===== src/rtl/capture_seq_ctrl_if.sv =====
// Bundle of ADC stream, host control and buffer-write signals for capture_seq_ctrl.
// Latency: none (wires only).
// Backpressure: none; host_busy is the only stall input and it is consumed by the sequencer.
// Ports (DUT view, slave modport):
//   in : i_adc_data, i_adc_valid, i_arm, i_stop, i_force, i_cont, i_trig_level,
//        i_trig_slope, i_frame_len, i_host_busy
//   out: o_wr_data, o_wr_req, o_buf_sel, o_frame_done, o_frame_ready, o_overrun, o_state
// DATA_W / LEN_W must match the parameters of the capture_seq_ctrl instance.
interface capture_seq_ctrl_if #(
    parameter int DATA_W = 12,
    parameter int LEN_W  = 10
);
    logic [DATA_W-1:0] i_adc_data;
    logic              i_adc_valid;
    logic              i_arm;
    logic              i_stop;
    logic              i_force;
    logic              i_cont;
    logic [DATA_W-1:0] i_trig_level;
    logic              i_trig_slope;
    logic [LEN_W-1:0]  i_frame_len;
    logic              i_host_busy;
    logic [DATA_W-1:0] o_wr_data;
    logic              o_wr_req;
    logic              o_buf_sel;
    logic              o_frame_done;
    logic              o_frame_ready;
    logic              o_overrun;
    logic [1:0]        o_state;

    // Driver side: ADC front end plus host control.
    modport master (
        output i_adc_data, i_adc_valid, i_arm, i_stop, i_force, i_cont,
               i_trig_level, i_trig_slope, i_frame_len, i_host_busy,
        input  o_wr_data, o_wr_req, o_buf_sel, o_frame_done, o_frame_ready,
               o_overrun, o_state
    );

    // Sequencer side.
    modport slave (
        input  i_adc_data, i_adc_valid, i_arm, i_stop, i_force, i_cont,
               i_trig_level, i_trig_slope, i_frame_len, i_host_busy,
        output o_wr_data, o_wr_req, o_buf_sel, o_frame_done, o_frame_ready,
               o_overrun, o_state
    );
endinterface


===== src/rtl/capture_seq_ctrl.sv =====
// Trigger/frame sequencer writing one frame per trigger into the ping/pang capture buffers.
// Latency: wr_req/wr_data registered, 1 cycle after the qualifying adc_valid; swap >= 1 cycle after DONE.
// Backpressure: none on the ADC stream; host_busy defers the buffer swap and samples are dropped meanwhile.
// Ports: clk, reset_n (async, active-low), bus (capture_seq_ctrl_if.slave, see interface file).
// Optional feature: define CAPTURE_AUTOTRIG_EN to auto-fire after AUTO_TMO cycles in ARMED.
module capture_seq_ctrl #(
    parameter int DATA_W   = 12,
    parameter int LEN_W    = 10,
    parameter int AUTO_TMO = 100000
) (
    input  logic              clk,
    input  logic              reset_n,
    capture_seq_ctrl_if.slave bus
);
    typedef enum logic [1:0] {
        ST_IDLE    = 2'b00,
        ST_ARMED   = 2'b01,
        ST_CAPTURE = 2'b10,
        ST_DONE    = 2'b11
    } state_t;

    state_t            r_state, w_state_nx;
    logic [DATA_W-1:0] r_prev, w_prev_nx;
    logic              r_prev_vld, w_prev_vld_nx;
    logic [LEN_W-1:0]  r_cnt, w_cnt_nx;
    logic [DATA_W-1:0] r_wr_data, w_wr_data_nx;
    logic              r_wr_req, w_wr_req_nx;
    logic              r_buf_sel, w_buf_sel_nx;
    logic              r_frame_done, w_frame_done_nx;
    logic              r_frame_ready, w_frame_ready_nx;
    logic              r_overrun, w_overrun_nx;
    logic              r_busy_d;
    logic [LEN_W-1:0]  w_last;
    logic              w_trig;
    logic              w_fire;
    logic              w_tmo_hit;
    logic              w_busy_rise;

    // Index of the last sample; a zero frame length still captures one sample.
    assign w_last      = (bus.i_frame_len == '0) ? '0 : bus.i_frame_len - 1'b1;
    assign w_busy_rise = bus.i_host_busy & ~r_busy_d;

    // Level crossing against the previous valid sample, unsigned full width.
    assign w_trig = bus.i_adc_valid && r_prev_vld &&
                    (bus.i_trig_slope ? ((r_prev > bus.i_trig_level) && (bus.i_adc_data <= bus.i_trig_level))
                                      : ((r_prev < bus.i_trig_level) && (bus.i_adc_data >= bus.i_trig_level)));

`ifdef CAPTURE_AUTOTRIG_EN
    localparam int TMO_W = (AUTO_TMO > 1) ? $clog2(AUTO_TMO) : 1;
    logic [TMO_W-1:0] r_tmo;

    // Counts consecutive ARMED cycles; restarts on every ARMED entry.
    always_ff @(posedge clk or negedge reset_n) begin
        if (!reset_n)                                          r_tmo <= '0;
        else if (r_state == ST_ARMED && w_state_nx == ST_ARMED) r_tmo <= r_tmo + 1'b1;
        else                                                   r_tmo <= '0;
    end

    assign w_tmo_hit = (r_state == ST_ARMED) && (r_tmo == TMO_W'(AUTO_TMO - 1));
`else
    // Timeout disabled: ARMED waits indefinitely for a crossing or force.
    assign w_tmo_hit = 1'b0 & (AUTO_TMO == 0);
`endif

    assign w_fire = bus.i_force | w_tmo_hit;

    always_comb begin
        w_state_nx       = r_state;
        w_cnt_nx         = r_cnt;
        w_prev_nx        = r_prev;
        w_prev_vld_nx    = r_prev_vld;
        w_wr_req_nx      = 1'b0;
        w_wr_data_nx     = r_wr_data;
        w_buf_sel_nx     = r_buf_sel;
        w_frame_done_nx  = 1'b0;
        w_frame_ready_nx = r_frame_ready & ~w_busy_rise;
        w_overrun_nx     = bus.i_arm ? 1'b0 : r_overrun;

        if (bus.i_stop) begin
            // Abandon any partial frame; no swap, no frame_done.
            w_state_nx    = ST_IDLE;
            w_cnt_nx      = '0;
            w_prev_vld_nx = 1'b0;
        end else begin
            case (r_state)
                ST_IDLE: begin
                    w_cnt_nx      = '0;
                    w_prev_vld_nx = 1'b0;
                    if (bus.i_arm) w_state_nx = ST_ARMED;
                end
                ST_ARMED: begin
                    if (bus.i_adc_valid) begin
                        w_prev_nx     = bus.i_adc_data;
                        w_prev_vld_nx = 1'b1;
                    end
                    if (w_trig) begin
                        // Triggering sample is sample 0 of the frame.
                        w_wr_req_nx  = 1'b1;
                        w_wr_data_nx = bus.i_adc_data;
                        if (w_last == '0) begin
                            w_state_nx = ST_DONE;
                            w_cnt_nx   = '0;
                        end else begin
                            w_state_nx = ST_CAPTURE;
                            w_cnt_nx   = LEN_W'(1);
                        end
                    end else if (w_fire) begin
                        // Forced start: the next valid sample becomes sample 0.
                        w_state_nx = ST_CAPTURE;
                        w_cnt_nx   = '0;
                    end
                end
                ST_CAPTURE: begin
                    if (bus.i_adc_valid) begin
                        w_wr_req_nx  = 1'b1;
                        w_wr_data_nx = bus.i_adc_data;
                        if (r_cnt >= w_last) begin
                            w_state_nx = ST_DONE;
                            w_cnt_nx   = '0;
                        end else begin
                            w_cnt_nx = r_cnt + 1'b1;
                        end
                    end
                end
                ST_DONE: begin
                    // arm in the same cycle clears overrun and wins over a new drop.
                    if (bus.i_adc_valid && bus.i_cont && !bus.i_arm) w_overrun_nx = 1'b1;
                    if (!bus.i_host_busy) begin
                        w_buf_sel_nx     = ~r_buf_sel;
                        w_frame_done_nx  = 1'b1;
                        w_frame_ready_nx = 1'b1;
                        w_prev_vld_nx    = 1'b0;
                        w_state_nx       = bus.i_cont ? ST_ARMED : ST_IDLE;
                    end
                end
                default: w_state_nx = ST_IDLE;
            endcase
        end
    end

    always_ff @(posedge clk or negedge reset_n) begin
        if (!reset_n) begin
            r_state       <= ST_IDLE;
            r_cnt         <= '0;
            r_prev        <= '0;
            r_prev_vld    <= 1'b0;
            r_wr_req      <= 1'b0;
            r_wr_data     <= '0;
            r_buf_sel     <= 1'b0;
            r_frame_done  <= 1'b0;
            r_frame_ready <= 1'b0;
            r_overrun     <= 1'b0;
            r_busy_d      <= 1'b0;
        end else begin
            r_state       <= w_state_nx;
            r_cnt         <= w_cnt_nx;
            r_prev        <= w_prev_nx;
            r_prev_vld    <= w_prev_vld_nx;
            r_wr_req      <= w_wr_req_nx;
            r_wr_data     <= w_wr_data_nx;
            r_buf_sel     <= w_buf_sel_nx;
            r_frame_done  <= w_frame_done_nx;
            r_frame_ready <= w_frame_ready_nx;
            r_overrun     <= w_overrun_nx;
            r_busy_d      <= bus.i_host_busy;
        end
    end

    assign bus.o_state       = r_state;
    assign bus.o_wr_data     = r_wr_data;
    assign bus.o_wr_req      = r_wr_req;
    assign bus.o_buf_sel     = r_buf_sel;
    assign bus.o_frame_done  = r_frame_done;
    assign bus.o_frame_ready = r_frame_ready;
    assign bus.o_overrun     = r_overrun;
endmodule


===== src/flat_wrapper.sv =====
// flat-port wrapper written by rule: the top's interface ports become plain ports
module capture_seq_ctrl_flat 
#(
    parameter int DATA_W   = 12,
    parameter int LEN_W    = 10,
    parameter int AUTO_TMO = 100000
)
  (clk, reset_n, bus_i_adc_data, bus_i_adc_valid, bus_i_arm, bus_i_stop, bus_i_force, bus_i_cont, bus_i_trig_level, bus_i_trig_slope, bus_i_frame_len, bus_i_host_busy, bus_o_wr_data, bus_o_wr_req, bus_o_buf_sel, bus_o_frame_done, bus_o_frame_ready, bus_o_overrun, bus_o_state);
  capture_seq_ctrl_if #(.DATA_W(DATA_W), .LEN_W(LEN_W)) bus_i ();
  input  logic clk;
  input  logic reset_n;
  input wire logic [$bits(bus_i.i_adc_data)-1:0] bus_i_adc_data;
  input wire logic [$bits(bus_i.i_adc_valid)-1:0] bus_i_adc_valid;
  input wire logic [$bits(bus_i.i_arm)-1:0] bus_i_arm;
  input wire logic [$bits(bus_i.i_stop)-1:0] bus_i_stop;
  input wire logic [$bits(bus_i.i_force)-1:0] bus_i_force;
  input wire logic [$bits(bus_i.i_cont)-1:0] bus_i_cont;
  input wire logic [$bits(bus_i.i_trig_level)-1:0] bus_i_trig_level;
  input wire logic [$bits(bus_i.i_trig_slope)-1:0] bus_i_trig_slope;
  input wire logic [$bits(bus_i.i_frame_len)-1:0] bus_i_frame_len;
  input wire logic [$bits(bus_i.i_host_busy)-1:0] bus_i_host_busy;
  output wire logic [$bits(bus_i.o_wr_data)-1:0] bus_o_wr_data;
  output wire logic [$bits(bus_i.o_wr_req)-1:0] bus_o_wr_req;
  output wire logic [$bits(bus_i.o_buf_sel)-1:0] bus_o_buf_sel;
  output wire logic [$bits(bus_i.o_frame_done)-1:0] bus_o_frame_done;
  output wire logic [$bits(bus_i.o_frame_ready)-1:0] bus_o_frame_ready;
  output wire logic [$bits(bus_i.o_overrun)-1:0] bus_o_overrun;
  output wire logic [$bits(bus_i.o_state)-1:0] bus_o_state;
  assign bus_i.i_adc_data = bus_i_adc_data;
  assign bus_i.i_adc_valid = bus_i_adc_valid;
  assign bus_i.i_arm = bus_i_arm;
  assign bus_i.i_stop = bus_i_stop;
  assign bus_i.i_force = bus_i_force;
  assign bus_i.i_cont = bus_i_cont;
  assign bus_i.i_trig_level = bus_i_trig_level;
  assign bus_i.i_trig_slope = bus_i_trig_slope;
  assign bus_i.i_frame_len = bus_i_frame_len;
  assign bus_i.i_host_busy = bus_i_host_busy;
  assign bus_o_wr_data = bus_i.o_wr_data;
  assign bus_o_wr_req = bus_i.o_wr_req;
  assign bus_o_buf_sel = bus_i.o_buf_sel;
  assign bus_o_frame_done = bus_i.o_frame_done;
  assign bus_o_frame_ready = bus_i.o_frame_ready;
  assign bus_o_overrun = bus_i.o_overrun;
  assign bus_o_state = bus_i.o_state;
  capture_seq_ctrl #(.DATA_W(DATA_W), .LEN_W(LEN_W), .AUTO_TMO(AUTO_TMO)) u_core (.clk(clk), .reset_n(reset_n), .bus(bus_i));
endmodule

===== config.mk =====
export PLATFORM = sky130hd
export DESIGN_NAME = capture_seq_ctrl_flat
export DESIGN_NICKNAME = d
export VERILOG_FILES = /design/src/rtl/capture_seq_ctrl_if.sv /design/src/rtl/capture_seq_ctrl.sv /design/src/flat_wrapper.sv
export SDC_FILE = /design/constraint.sdc
export NUM_CORES = 1
export LEC_CHECK = 0
export BUFFER_PORTS_ARGS = -buffer_cell sky130_fd_sc_hd__buf_2
export CAP_MARGIN = 20
export CORE_UTILIZATION = 50
export DETAILED_ROUTE_END_ITERATION = 10
export GPL_TIMING_DRIVEN = 0
export PLACE_DENSITY = 0.8
export SYNTH_ARGS = -nofsm -noshare
export SYNTH_HDL_FRONTEND = slang
export SYNTH_SLANG_ARGS = --single-unit

===== constraint.sdc =====
create_clock -name clk -period 2.4 [get_ports clk]
set_input_delay 0.48 -clock clk [delete_from_list [all_inputs] [get_ports clk]]
set_output_delay 0.48 -clock clk [all_outputs]
set_load 0.05 [all_outputs]

==> metrics.cfg <==
[run_status]
status=finished, violations left
violations=setup timing

[die]
pin_count=62
die_h_um=81.0
dieWidth_um=81.0
rows=28
core_area_mm2=0.00596
initial_core_util=0.524
die-area_mm2=0.00656

[clock_network]
cts_root_buf=clkbuf_8
worstSkewPairLatency_ns=0.30
cts_buffers=5
cts.sinks=43
path_clk_slew_ns=0.09
cts_hold_buf=0
cts_buffer_depth=2
htree_levels=2
cts_tree=done

[sta]
slew_violations=0
finalCriticalPeriod_ns=3.00
hold_violations=0
rsz0062_at_grt=true
slew_headroom=0.300
setup-violations-final=24
worst_slew_pin_slew_ns=1.04
finClkSkew_ns=0.00473
fmax_ghz=0.334
timing.final.ws_setup_ns=-0.597
finalHoldWorstSlack_ns=0.327
post-route-period-util=1.25

[worst_setup_path]
worstSetupEndpointType=flip-flop
required_ns=2.57
cp_slowest_cell=or4_4
cp.buffers_inverters=2
arrival_ns=3.17
cp_max_fo=5
critical-path-top-delay-family=simple AND/OR/NAND/NOR gates
path_cells=buf_8, or4_4, nor4_4, and2_4, nor2_4, ha_4, nand2b_4, a21o_1, a21oi_2, o2111ai_4, a21oi_4, clkbuf_8, a211oi_1, o32ai_2
crit_path_start_kind=input port
path_class=input port to flip-flop
max_stage_delay_ns=0.57

[global_route]
antenna_found_initial=0
grt_pass1_wl_mm=12.1
grt_max_degree=44
track_usage=0.239
grt_overflow=0
grt_pass1_vias=2741

[power_and_ir_drop]
finalPower_w=0.00406
vdd_drop_max_mv=0.591
powerDensity_mw_per_mm2=978
p_leak_nw=1.97

[synthesis]
yosys_warnings=0
syn_inst=327
synth_nets=412
ys_types=53
avgSynthCellArea_um2=9.55
syn_area_mm2=0.00312
async_reset_ff_frac=1.00
synth-seq-cells=43
ys_seq_area_frac=0.345
synth-edff-count=0
yosys_most_used_dff=dfrtp_1

[layout]
fillers=435
fin_util=0.697
fin_nets=495
drive_gt1_frac=0.380
final_common_cell=buf_2
final_cell_count_no_fill=486
final_cell_mix=buf_2, dfrtp_1, nand2_1, ha_1, inv_1
syn2layout_area_growth_pct=33.0
n_antenna_cell=0

[routing]
routed_via_density=5.96
postRouteAntennaNets=0
firstDrtPassIters=5
drc_errors=0
wl_per_cell_um=16.7
vias=2896
totalWireLength_mm=8.11
drtIter0Drc=226

[place]
dp_hpwl_mm=5.61
port_buffers=61
routabilityCongestion=0.841
place_inst=463

[worst_hold_path]
hold_class=input port to asynchronous set/reset pin

[job]
drv_cap=0

-- path summary, 6_finish.rpt --
| check | start | end | slack [ns] | cells after the start |
|---|---|---|---|---|
| setup / recovery | bus_i_frame_len[4] | u_core.r_cnt[4] | -0.60 | 14 |
| hold / removal | reset_n | u_core.bus.o_wr_data[0] | 0.33 | 1 |
| setup reg to reg | u_core.r_prev[10] | u_core.r_cnt[4] | -0.47 | 8 |
| hold reg to reg | u_core.bus.o_buf_sel | u_core.bus.o_buf_sel | 0.49 | 1 |
| max in group asynchronous | reset_n | u_core.bus.o_frame_done | 1.46 | 1 |
| min in group clk | bus_i_host_busy | u_core.r_busy_d | 0.34 | 1 |
-- registers in the layout, indices dropped and copies added, names as in the netlist --
signal,cells
u_core.bus.o_wr_data,12
u_core.r_prev,12
u_core.r_cnt,10
u_core.bus.o_state,2
u_core.bus.o_buf_sel,1
u_core.bus.o_frame_done,1
u_core.bus.o_frame_ready,1
u_core.bus.o_overrun,1
u_core.bus.o_wr_req,1
u_core.r_busy_d,1
u_core.r_prev_vld,1
-- cells in the mapped netlist, types with 2 or more instances --
master    number  area (um^2)
inv_1         31          116
nor2_1        17         63.8
and3_1         2         12.5
nand4_1        9         56.3
ha_1          42          526
nor3_1         7         35.0
or2_2          2         12.5
o211ai_1       4         30.0
mux2_2        23          259
nand2_1       37          139
a21o_1         3         22.5
nand3_1        6         30.0
xor2_1         6         52.6
nand4b_1       2         17.5
nor4_1         2         12.5
nand2b_1       7         43.8
xnor2_1        2         17.5
a31oi_1        3         18.8
a211oi_1      11         82.6
or3_1          4         25.0
mux2i_1        3         30.0
o21ai_0       12         60.1
o21a_1         5         37.5
dfrtp_1       43         1080
a21oi_1       12         60.1
o32ai_1        2         17.5
clkbuf_1       2         7.51
o311ai_0       2         17.5
o31a_1         2         17.5
-- routing by layer --
metal  global-route usage  up-vias  part of all wire
met3               0.0416       29             0.069
met4               0.0625        0             0.022
met5                    0        -                 0
li1                     -     1361                 -
met1                0.298     1370              0.42
met2                0.422      136              0.49
-- power by group --
| part | internal [W] | switching [W] |
|---|---|---|
| Combinational | 0.000918 | 0.00132 |
| Sequential | 0.000959 | 0.000179 |
| Clock | 0.000416 | 0.000270 |
| Total | 0.00229 | 0.00177 |
-- layout make-up --
class,instances,area (um^2),area share
well taps,75,93.8,0.0226
repair buffers,76,445,0.107
inverters,31,141,0.0341
clock inverters,2,60.1,0.0145
plain buffers,5,41.3,0.00995
multi-input cells,248,2220,0.535
clock buffers,6,72.6,0.0175
flip-flops and latches,43,1080,0.259
-- what timing repair did --
action / CTS / global route
setup buffers: 11 / 3
gates resized for setup: 19 / 16
cloned: 1 / 1
endpoints found under the setup margin: 24 / 24
pin swaps: 11 / 3
-- logic make-up (layout without fill, tap and decap cells) --
kind of cell | Yosys count | count (layout) | share of synthesized area
muxes | 26 | 26 | 0.0926
DFF | 43 | 43 | 0.345
and+or+nand+nor | 103 | 103 | 0.168
xor gates and xnor gates | 8 | 8 | 0.0224
adders and majority gates | 42 | 42 | 0.168
buffers and inverters | 36 | 120 | 0.0461
AOI/OAI and AO/OA | 69 | 69 | 0.158
-- stage by stage --
stage               setup WS (ns)  setup TNS, ns  cell area [um^2]
global placement           -0.966         -19.13              3750
CTS                        -0.528          -9.39              4040
global route               -0.715         -13.72              4150
floorplan                  -0.577         -10.26              3350
finish                     -0.597         -11.14              4150
detailed placement          -1.00         -19.80              3750
(Power assumes the default switching activity.)
